File: config.mk
export PLATFORM = sky130hd
export DESIGN_NAME = instruction_fetch_unit
export DESIGN_NICKNAME = d
export VERILOG_FILES = /design/src/rtl/instruction_fetch_unit.sv
export SDC_FILE = /design/constraint.sdc
export NUM_CORES = 1
export LEC_CHECK = 0
export BUFFER_PORTS_ARGS = -buffer_cell sky130_fd_sc_hd__buf_2
export CORE_MARGIN = 2
export CORE_UTILIZATION = 53
export DETAILED_ROUTE_END_ITERATION = 10
export PLACE_DENSITY = 0.81
export SLEW_MARGIN = 20
export SYNTH_ARGS = -nofsm -noshare
export SYNTH_HDL_FRONTEND = slang
export SYNTH_SLANG_ARGS = --single-unit
File: constraint.sdc
create_clock -name clk -period 3.7 [get_ports clk]
set_input_delay 0.74 -clock clk [delete_from_list [all_inputs] [get_ports clk]]
set_output_delay 0.74 -clock clk [all_outputs]
set_load 0.02 [all_outputs]
File: src/rtl/instruction_fetch_unit.sv
// instruction_fetch_unit: PC, in-order fetch to imem, registered instr FIFO.
// Ports: imem_req_* (fetch), imem_rsp_* (return), redirect_*, id_* (to decode).
module instruction_fetch_unit #(
  parameter int unsigned PC_WIDTH    = 64,
  parameter int unsigned INSTR_WIDTH = 32,
  parameter int unsigned FIFO_DEPTH  = 4,
  parameter logic [PC_WIDTH-1:0] RESET_PC = '0
) (
  input  logic                   clk,
  input  logic                   rst_n,
  output logic                   imem_req_valid,
  input  logic                   imem_req_ready,
  output logic [PC_WIDTH-1:0]    imem_req_addr,
  input  logic                   imem_rsp_valid,
  input  logic [INSTR_WIDTH-1:0] imem_rsp_data,
  input  logic                   redirect_valid,
  input  logic [PC_WIDTH-1:0]    redirect_pc,
  output logic                   id_valid,
  input  logic                   id_ready,
  output logic [INSTR_WIDTH-1:0] id_instruction,
  output logic [PC_WIDTH-1:0]    id_pc,
  output logic                   id_is_fp
);

  localparam int unsigned PTR_W = $clog2(FIFO_DEPTH);
  localparam int unsigned CNT_W = PTR_W + 1;
  localparam logic [CNT_W:0] DEPTH_C = (CNT_W+1)'(FIFO_DEPTH);

  typedef enum logic {S_RUN, S_FLUSH} state_t;

  state_t                 r_state;
  logic [PC_WIDTH-1:0]    r_pc;
  logic [PC_WIDTH-1:0]    r_rsp_pc;
  logic [CNT_W-1:0]       r_out;
  logic [CNT_W-1:0]       r_drop;
  logic [CNT_W-1:0]       r_count;
  logic [PTR_W-1:0]       r_rd;
  logic [PTR_W-1:0]       r_wr;
  logic [INSTR_WIDTH-1:0] r_data [FIFO_DEPTH];
  logic [PC_WIDTH-1:0]    r_tag  [FIFO_DEPTH];

  logic                   w_credit;
  logic                   w_acc;
  logic                   w_rsp;
  logic                   w_keep;
  logic                   w_drop;
  logic                   w_pop;
  logic [PC_WIDTH-1:0]    w_redir_pc;
  logic [CNT_W-1:0]       w_drop_nxt;
  logic [INSTR_WIDTH-1:0] w_head_ins;
  logic [PC_WIDTH-1:0]    w_head_pc;
  logic [6:0]             w_op;

  // buffered + outstanding may never exceed the buffer size
  assign w_credit = ({1'b0, r_count} + {1'b0, r_out}) < DEPTH_C;

  // gated by rst_n so no request is shown while held in reset
  assign imem_req_valid = rst_n & ~redirect_valid & w_credit;
  assign imem_req_addr  = r_pc;

  assign w_acc  = imem_req_valid & imem_req_ready;
  // a response with nothing outstanding is a protocol error: ignored
  assign w_rsp  = imem_rsp_valid & (r_out != '0);
  assign w_keep = w_rsp & ~redirect_valid & (r_state == S_RUN);
  assign w_drop = w_rsp & ~redirect_valid & (r_state == S_FLUSH);
  assign w_pop  = id_valid & id_ready;

  assign w_redir_pc = redirect_pc & ~PC_WIDTH'(3);
  assign w_drop_nxt = r_out - CNT_W'(w_rsp);

  assign w_head_ins = r_data[r_rd];
  assign w_head_pc  = r_tag[r_rd];
  assign w_op       = w_head_ins[6:0];

  assign id_valid       = (r_count != '0);
  assign id_instruction = id_valid ? w_head_ins : '0;
  assign id_pc          = id_valid ? w_head_pc : '0;

  always_comb begin
    id_is_fp = 1'b0;
    if (id_valid) begin
      id_is_fp = w_op inside {
        7'b1010011, 7'b0000111, 7'b0100111,
        7'b1000011, 7'b1000111, 7'b1001011,
        7'b1001111
      };
    end
  end

  always_ff @(posedge clk or negedge rst_n) begin
    if (!rst_n) begin
      r_state  <= S_RUN;
      r_pc     <= RESET_PC;
      r_rsp_pc <= RESET_PC;
      r_out    <= '0;
      r_drop   <= '0;
    end else begin
      r_out <= r_out + CNT_W'(w_acc) - CNT_W'(w_rsp);
      if (redirect_valid) begin
        // every in-flight request is now stale
        r_pc     <= w_redir_pc;
        r_rsp_pc <= w_redir_pc;
        r_drop   <= w_drop_nxt;
        r_state  <= (w_drop_nxt != '0) ? S_FLUSH : S_RUN;
      end else begin
        if (w_acc)
          r_pc <= r_pc + PC_WIDTH'(4);
        if (w_keep)
          r_rsp_pc <= r_rsp_pc + PC_WIDTH'(4);
        if (w_drop) begin
          r_drop <= r_drop - CNT_W'(1);
          if (r_drop == CNT_W'(1))
            r_state <= S_RUN;
        end
      end
    end
  end

  always_ff @(posedge clk or negedge rst_n) begin
    if (!rst_n) begin
      r_rd    <= '0;
      r_wr    <= '0;
      r_count <= '0;
    end else if (redirect_valid) begin
      r_rd    <= '0;
      r_wr    <= '0;
      r_count <= '0;
    end else begin
      if (w_keep)
        r_wr <= r_wr + PTR_W'(1);
      if (w_pop)
        r_rd <= r_rd + PTR_W'(1);
      r_count <= r_count + CNT_W'(w_keep) - CNT_W'(w_pop);
    end
  end

  // payload storage needs no reset: reads are gated by id_valid
  always_ff @(posedge clk) begin
    if (w_keep) begin
      r_data[r_wr] <= imem_rsp_data;
      r_tag[r_wr]  <= r_rsp_pc;
    end
  end

endmodule

==> results by group, run 1 <==
STA
  – Fmax: 0.290 GHz
  – Least-Margin Pin Slew: 1.04 ns
  – Unrepaired setup endpoints after global routing: no
  – Hold Fails Final Rpt: 0
  – Max Slew Vio Count: 0
  – Worst rel slew slack: a little over 30%
  – Layout Skew: 0.0179 ns
  – Tmin final: 3.45 ns
  – Setup TNS: 0 ns
  – Setup violators final: 0
  – Fin crit share: 93.2%

Place
  – Dpl hpwl: 38700 microns
  – Cells after DPL: 2319
  – PortBufs: ~260
  – Gpl congestion: 0.929

Yosys
  – Syn_area_per_cell: ~15 sq um
  – Area of the mapped netlist: 22700 sq um
  – Syn Inst Count: 1557
  – EDFF count, synth: 376
  – Synth unique cells: 66
  – Register bit count reported by yosys: roughly 500
  – Sequential area share after synthesis: between 60 and 70%
  – Yosys synthesis warning count: 0
  – Synth Flop Type: edfxtp_1
  – FFs w/ async S/R, synth: 26.8%

Route
  – Post-route ant nets: 0
  – Via density: 6.26
  – Total number of vias: 15100
  – First-pass DRT Iterations: 6
  – DR DRC count: 0
  – WL final: 57600 microns
  – Routed length per placed instance: 23.8 microns
  – DRT iter0 DRCs: 1729

GRT
  – Vias in the first global route: 15000
  – First-pass GRT wire length: 88000 microns
  – Largest net degree at the start of global routing: 94
  – Initial antenna violation count: 2
  – All-layer global routing usage: 26.0%
  – Grt ovf: 0

CTS
  – CTS-repair resized insts: 0
  – Clk root buf: clkbuf_16
  – Clk buf depth: 3
  – CTS tree: built
  – Cts bufs inserted: ~50
  – Htree depth: 2
  – Clock Sink Count: 514
  – # Post-CTS Setup Buffers: 0
  – CTS Hold Bufs: 1
  – Worst skew pair latency: 0.59 ns
  – Worst-path clk slew: 0.06 ns

Setup path
  – Worst path arrival time: 2.71 ns
  – Reg-to-reg critical path startpoint: imem_req_addr[8]
  – CP Class: reg -> out
  – Reg2Reg Depth: 6
  – Crit-path max FO: 59
  – Critical Path RT: 2.96 ns
  – R2r setup slk: 0.82 ns
  – Worst R2R End: imem_req_addr[61]
  – CP startpoint kind: flip-flop
  – Element type at the critical path end: output port
  – Crit path from: r_count[1]
  – CP endpoint: id_pc[15]

Cells and area
  – Commonest non-fill, non-tap cells in the layout: edfxtp_1 (376), buf_2 (256), dfrtp_1 (136)
  – Commonest non-fill, non-tap cell in the layout: edfxtp_1
  – Share of layout cells above drive strength 1: 27.8%
  – Layout Cells excl Fill: 2417
  – Area grow syn2layout: 17.0%
  – Nets: between 1500 and 2000

Power
  – Clock network power share: 31.7%
  – Leak: about 0.0095 uW
  – Flop pwr share: 42.4%
  – Combinational Power Share: 26.0%
  – Pint: about 11000 uW
  – Peak VDD IR: 0.358 mV
  – P_sw: roughly 5200 uW
  – Pwr dens: between 600 and 700 nW/um^2
  – Switching Fraction: between 30% and 40%

Floorplan
  – Starting density of the core: 53.9%
  – Core ar.: 42100 sq um
  – Die area: 44500 sq um
  – I/O Pins: 265
  – Die width: about 210 microns
  – Rows: 75
  – Chip Height: 211 microns

Min path
  – Min-delay worst type: in -> reg

Status
  – Status: finished, final reports clean

Job
  – Max-cap check violation count: 0
## cells by family (layout without fill, tap and decap cells)
family                   after synthesis  count (layout)  synth area share [%]
XOR/XNOR                              56              56                  2.16
other                                  1               5                0.0165
AO/OA/AOI/OAI                        176             176                  5.15
buffers and inverters                112             429                  2.05
AND/OR/NAND/NOR                      552             552                  13.7
multiplexers                         128             128                  10.9
flip-flops                           514             514                  64.9
adder cells (fa/ha/maj)               18              18                  1.06
## power by group through the flow
| stage | logic, uW | clock network (uW) | registers (uW) |
|---|---|---|---|
| after detailed placement | 4390 | 0 | 7190 |
| after CTS | 4420 | 5370 | 7080 |
| after global routing | 4700 | 5590 | 7140 |
| after global placement | 4310 | 0 | 7150 |
| final | 4350 | 5300 | 7090 |
| after floorplan | 2970 | 0 | 7060 |
## worst min-delay path by stage
| stage | from | endpoint | slack, ns | cells past startpoint |
|---|---|---|---|---|
| global route | imem_rsp_data[6] | r_data[2][6] | 0.34 | 1 |
| floorplan | rst_n | imem_req_addr[10] | 0.44 | 0 |
| CTS | imem_rsp_data[4] | r_data[2][4] | 0.34 | 1 |
| global placement | r_rsp_pc[62] | r_tag[0][62] | 0.54 | 0 |
| finish | imem_rsp_data[9] | r_data[0][9] | 0.38 | 1 |
| detailed placement | rst_n | imem_req_addr[47] | 0.57 | 1 |
## sequential cells by signal, indices dropped and copies added (netlist names)
register       flops
r_wr               2
r_state            1
r_rd               2
r_drop             3
r_data           128
r_out              3
r_rsp_pc          62
r_count            3
imem_req_addr     62
r_tag            248
## cell usage after synthesis (24+ instances only)
cell type	count	area, sq um
nand3_1	77	385
nand4_1	64	400
inv_1	30	113
xnor2_1	32	280
edfxtp_1	376	11300
xor2_1	24	210
or3_1	24	150
clkbuf_1	58	218
nand2_1	106	398
dfrtp_1	138	3450
nor2_1	58	218
nor4_1	24	150
a31oi_1	26	163
o21ai_0	63	315
mux4_2	94	2120
and2_1	104	651
## layout make-up
class / instances / area [sq um]
antenna: 1 / 2.50
clock buffer: 74 / 1510
clock inverter: 22 / 235
fill: 3043 / 15600
inverter: 31 / 116
multi-input combinational: 934 / 7520
sequential: 514 / 14800
tap: 539 / 674
timing repair buffer: 302 / 1760
## worst max-delay path, stage by stage, from the launching register on
cell	delay [ns]
dfrtp_1	0.44
or3_2	0.80
buf_4	0.40
and2_1	0.25
buf_2	0.16
## metal layers
layer  vias up  routed length, microns  GRT usage (%)
met1      7641                   22800           35.5
met2       749                   28100           41.9
met3       101                    4840           5.69
met5         -                      13              0
met4         2                    1810           8.55
li1       6642                       -              -
## stage by stage
step,util (%),instance area [sq um],total power (uW),hold slack [ns],setup WS [ns]
floorplan,-,22700,10000,0.444,0.670
global placement,58.9,24800,11500,0.540,0.854
detailed placement,58.9,24800,11600,0.567,0.806
CTS,63.0,26600,16900,0.339,0.219
global route,63.0,26600,17400,0.343,0.114
finish,63.0,26600,16700,0.378,0.251
Power figures use the tool's default switching activity.
==> run 2, diff against run 1 <==
- CORE_ASPECT_RATIO: not set -> 1.1
- clock period: 3.7 -> 2.9 ns (I/O delays scaled with it)
==> results by group, run 2 (same netlist as run 1, synthesis figures left out) <==
STA
  – Hold Fails Final Rpt: 0
  – Fin crit share: 101%
  – Fmax: 0.343 GHz
  – Tmin final: 2.92 ns
  – Unrepaired setup endpoints after global routing: yes
  – Worst rel slew slack: 42.0%
  – Least-Margin Pin Slew: between 0.8 and 0.9 ns
  – Layout Skew: 0.0225 ns
  – Max Slew Vio Count: 0
  – Setup WS post-layout: -0.0178 ns
  – Setup violators final: 2

Cells and area
  – Layout Cells excl Fill: 2478
  – Share of layout cells above drive strength 1: between 20 and 30%
  – Largest Register: r_tag
  – Commonest non-fill, non-tap cell in the layout: edfxtp_1
  – Commonest non-fill, non-tap cells in the layout: edfxtp_1 (376), buf_2 (248), dfrtp_1 (136)
  – Top flop regs: r_tag (248), r_data (128)
  – Nets: 1988
  – Area grow syn2layout: 19.2%
  – Final Cell Area: approximately 27000 sq um
  – Number of flip-flops under the largest register name: 248

Power
  – Peak VDD IR: between 0.4 and 0.5 mV
  – Pwr dens: approximately 810 nW/um^2
  – Leak: approximately 0.0098 uW

CTS
  – CTS tree: built
  – Clk buf depth: 3
  – Cts bufs inserted: 50
  – Clk root buf: clkbuf_16
  – Clock Sink Count: 514
  – Worst-path clk slew: 0.06 ns
  – Worst skew pair latency: 0.60 ns
  – Htree depth: 2

Place
  – PortBufs: around 260
  – Placed Area: 25000 sq um
  – Dpl hpwl: 38900 microns
  – Cells after DPL: 2364
  – Gpl congestion: between 0.9 and 1

Setup path
  – Crit path from: r_rd[0]
  – CP peak stage delay: 0.54 ns
  – Critical Path RT: roughly 2.3 ns
  – Buf+Inv Stages, Crit Path: 4
  – Worst path arrival time: 2.34 ns
  – Cell family with most CP delay: flip-flops
  – CP Class: reg -> out
  – Cell chain of the critical path: buf_6, buf_6, buf_6, mux4_2, and2_4, nand3_1, nor2_1, buf_4
  – Crit-path max FO: 6
  – Reg-to-reg critical path startpoint: r_out[2]
  – CP most frequent cell: buf_6
  – Element type at the critical path end: output port
  – Critical path's slowest cell: dfrtp_4
  – CP startpoint kind: flip-flop

Status
  – Failing checks: setup timing
  – Status: finished with violations

Route
  – WL final: 58900 microns
  – First-pass DRT Iterations: 6
  – DRT iter0 DRCs: approximately 1500
  – Total number of vias: 15500
  – DR DRC count: 0
  – Routed length per placed instance: 23.8 microns
  – Via density: 6.25
  – Post-route ant nets: 0

Floorplan
  – I/O Pins: between 200 and 300
  – Chip Height: 221 microns
  – Rows: 79
  – Starting density of the core: a little over half
  – Die area: around 45000 sq um
  – Die width: between 200 and 250 microns
  – Core ar.: 42300 sq um

GRT
  – Initial antenna violation count: 0
  – All-layer global routing usage: 26.0%
  – Largest net degree at the start of global routing: 139
  – First-pass GRT wire length: 89200 microns
  – Grt ovf: 0
  – Vias in the first global route: 15300

Min path
  – Min-delay worst type: in -> async

Job
  – Max-cap check violation count: 0
run 2: changes by cell type in the layout (fill, tap and decap cells not counted), sizes merged:
cell / change
buf: +34
clkbuf: -3
clkinvlp: +2
diode: +1
dlygate4sd3: -1
run 2: metrics by stage:
step | hold slack, ns | setup TNS (ns) | util, % | setup WS (ns) | power, uW
CTS | 0.168 | -3.19 | 63.4 | -0.0992 | 21700
detailed placement | 0.565 | 0 | 59.2 | 0.206 | 15000
global placement | 0.545 | 0 | 59.2 | 0.366 | 14800
floorplan | 0.284 | 0 | - | 0.0230 | 12800
finish | 0.0436 | -0.0236 | 64.0 | -0.0178 | 21900
global route | 0.123 | -0.739 | 64.0 | -0.0856 | 22800
run 2: path summary, 6_finish.rpt:
| check | to | slack, ns | cells after the start |
|---|---|---|---|
| max | id_is_fp | -0.02 | 8 |
| min | imem_req_addr[54] | 0.04 | 2 |
| max reg2reg | r_out[2] | 0.12 | 10 |
| min reg2reg | r_tag[2][62] | 0.58 | 0 |
| max in group asynchronous | r_rd[1] | 2.11 | 2 |
| min in group clk | r_data[1][29] | 0.21 | 1 |
run 2: layout make-up:
cell class | count | area (sq um)
antenna | 2 | 5.00
timing repair buffer | 337 | 2250
multi-input combinational | 934 | 7540
clock buffer | 69 | 1450
inverter | 31 | 116
fill | 3064 | 15200
clock inverter | 24 | 240
tap | 567 | 709
sequential | 514 | 14800
run 2: routing by layer:
layer,global-route usage [%],vias up,wire length (microns)
met1,35.1,7818,22900
met4,9.51,0,1990
met3,4.68,129,4850
met5,0.108,-,0
met2,42.7,825,29200
li1,-,6704,-
run 2: power by group:
| group | total [uW] | internal, uW | switching [uW] |
|---|---|---|---|
| combinational | 6310 | 2800 | 3510 |
| clock | 6610 | 3860 | 2760 |
| sequential | 8970 | 8380 | 589 |
| total | 21900 | 15000 | 6860 |
run 2: repair_timing:
item,in CTS,in global routing
pin swaps,0,1
setup buffers,2,14
resized for setup,8,31
endpoints found under the setup margin,84,77
hold buffers,0,0
gates cloned,1,3
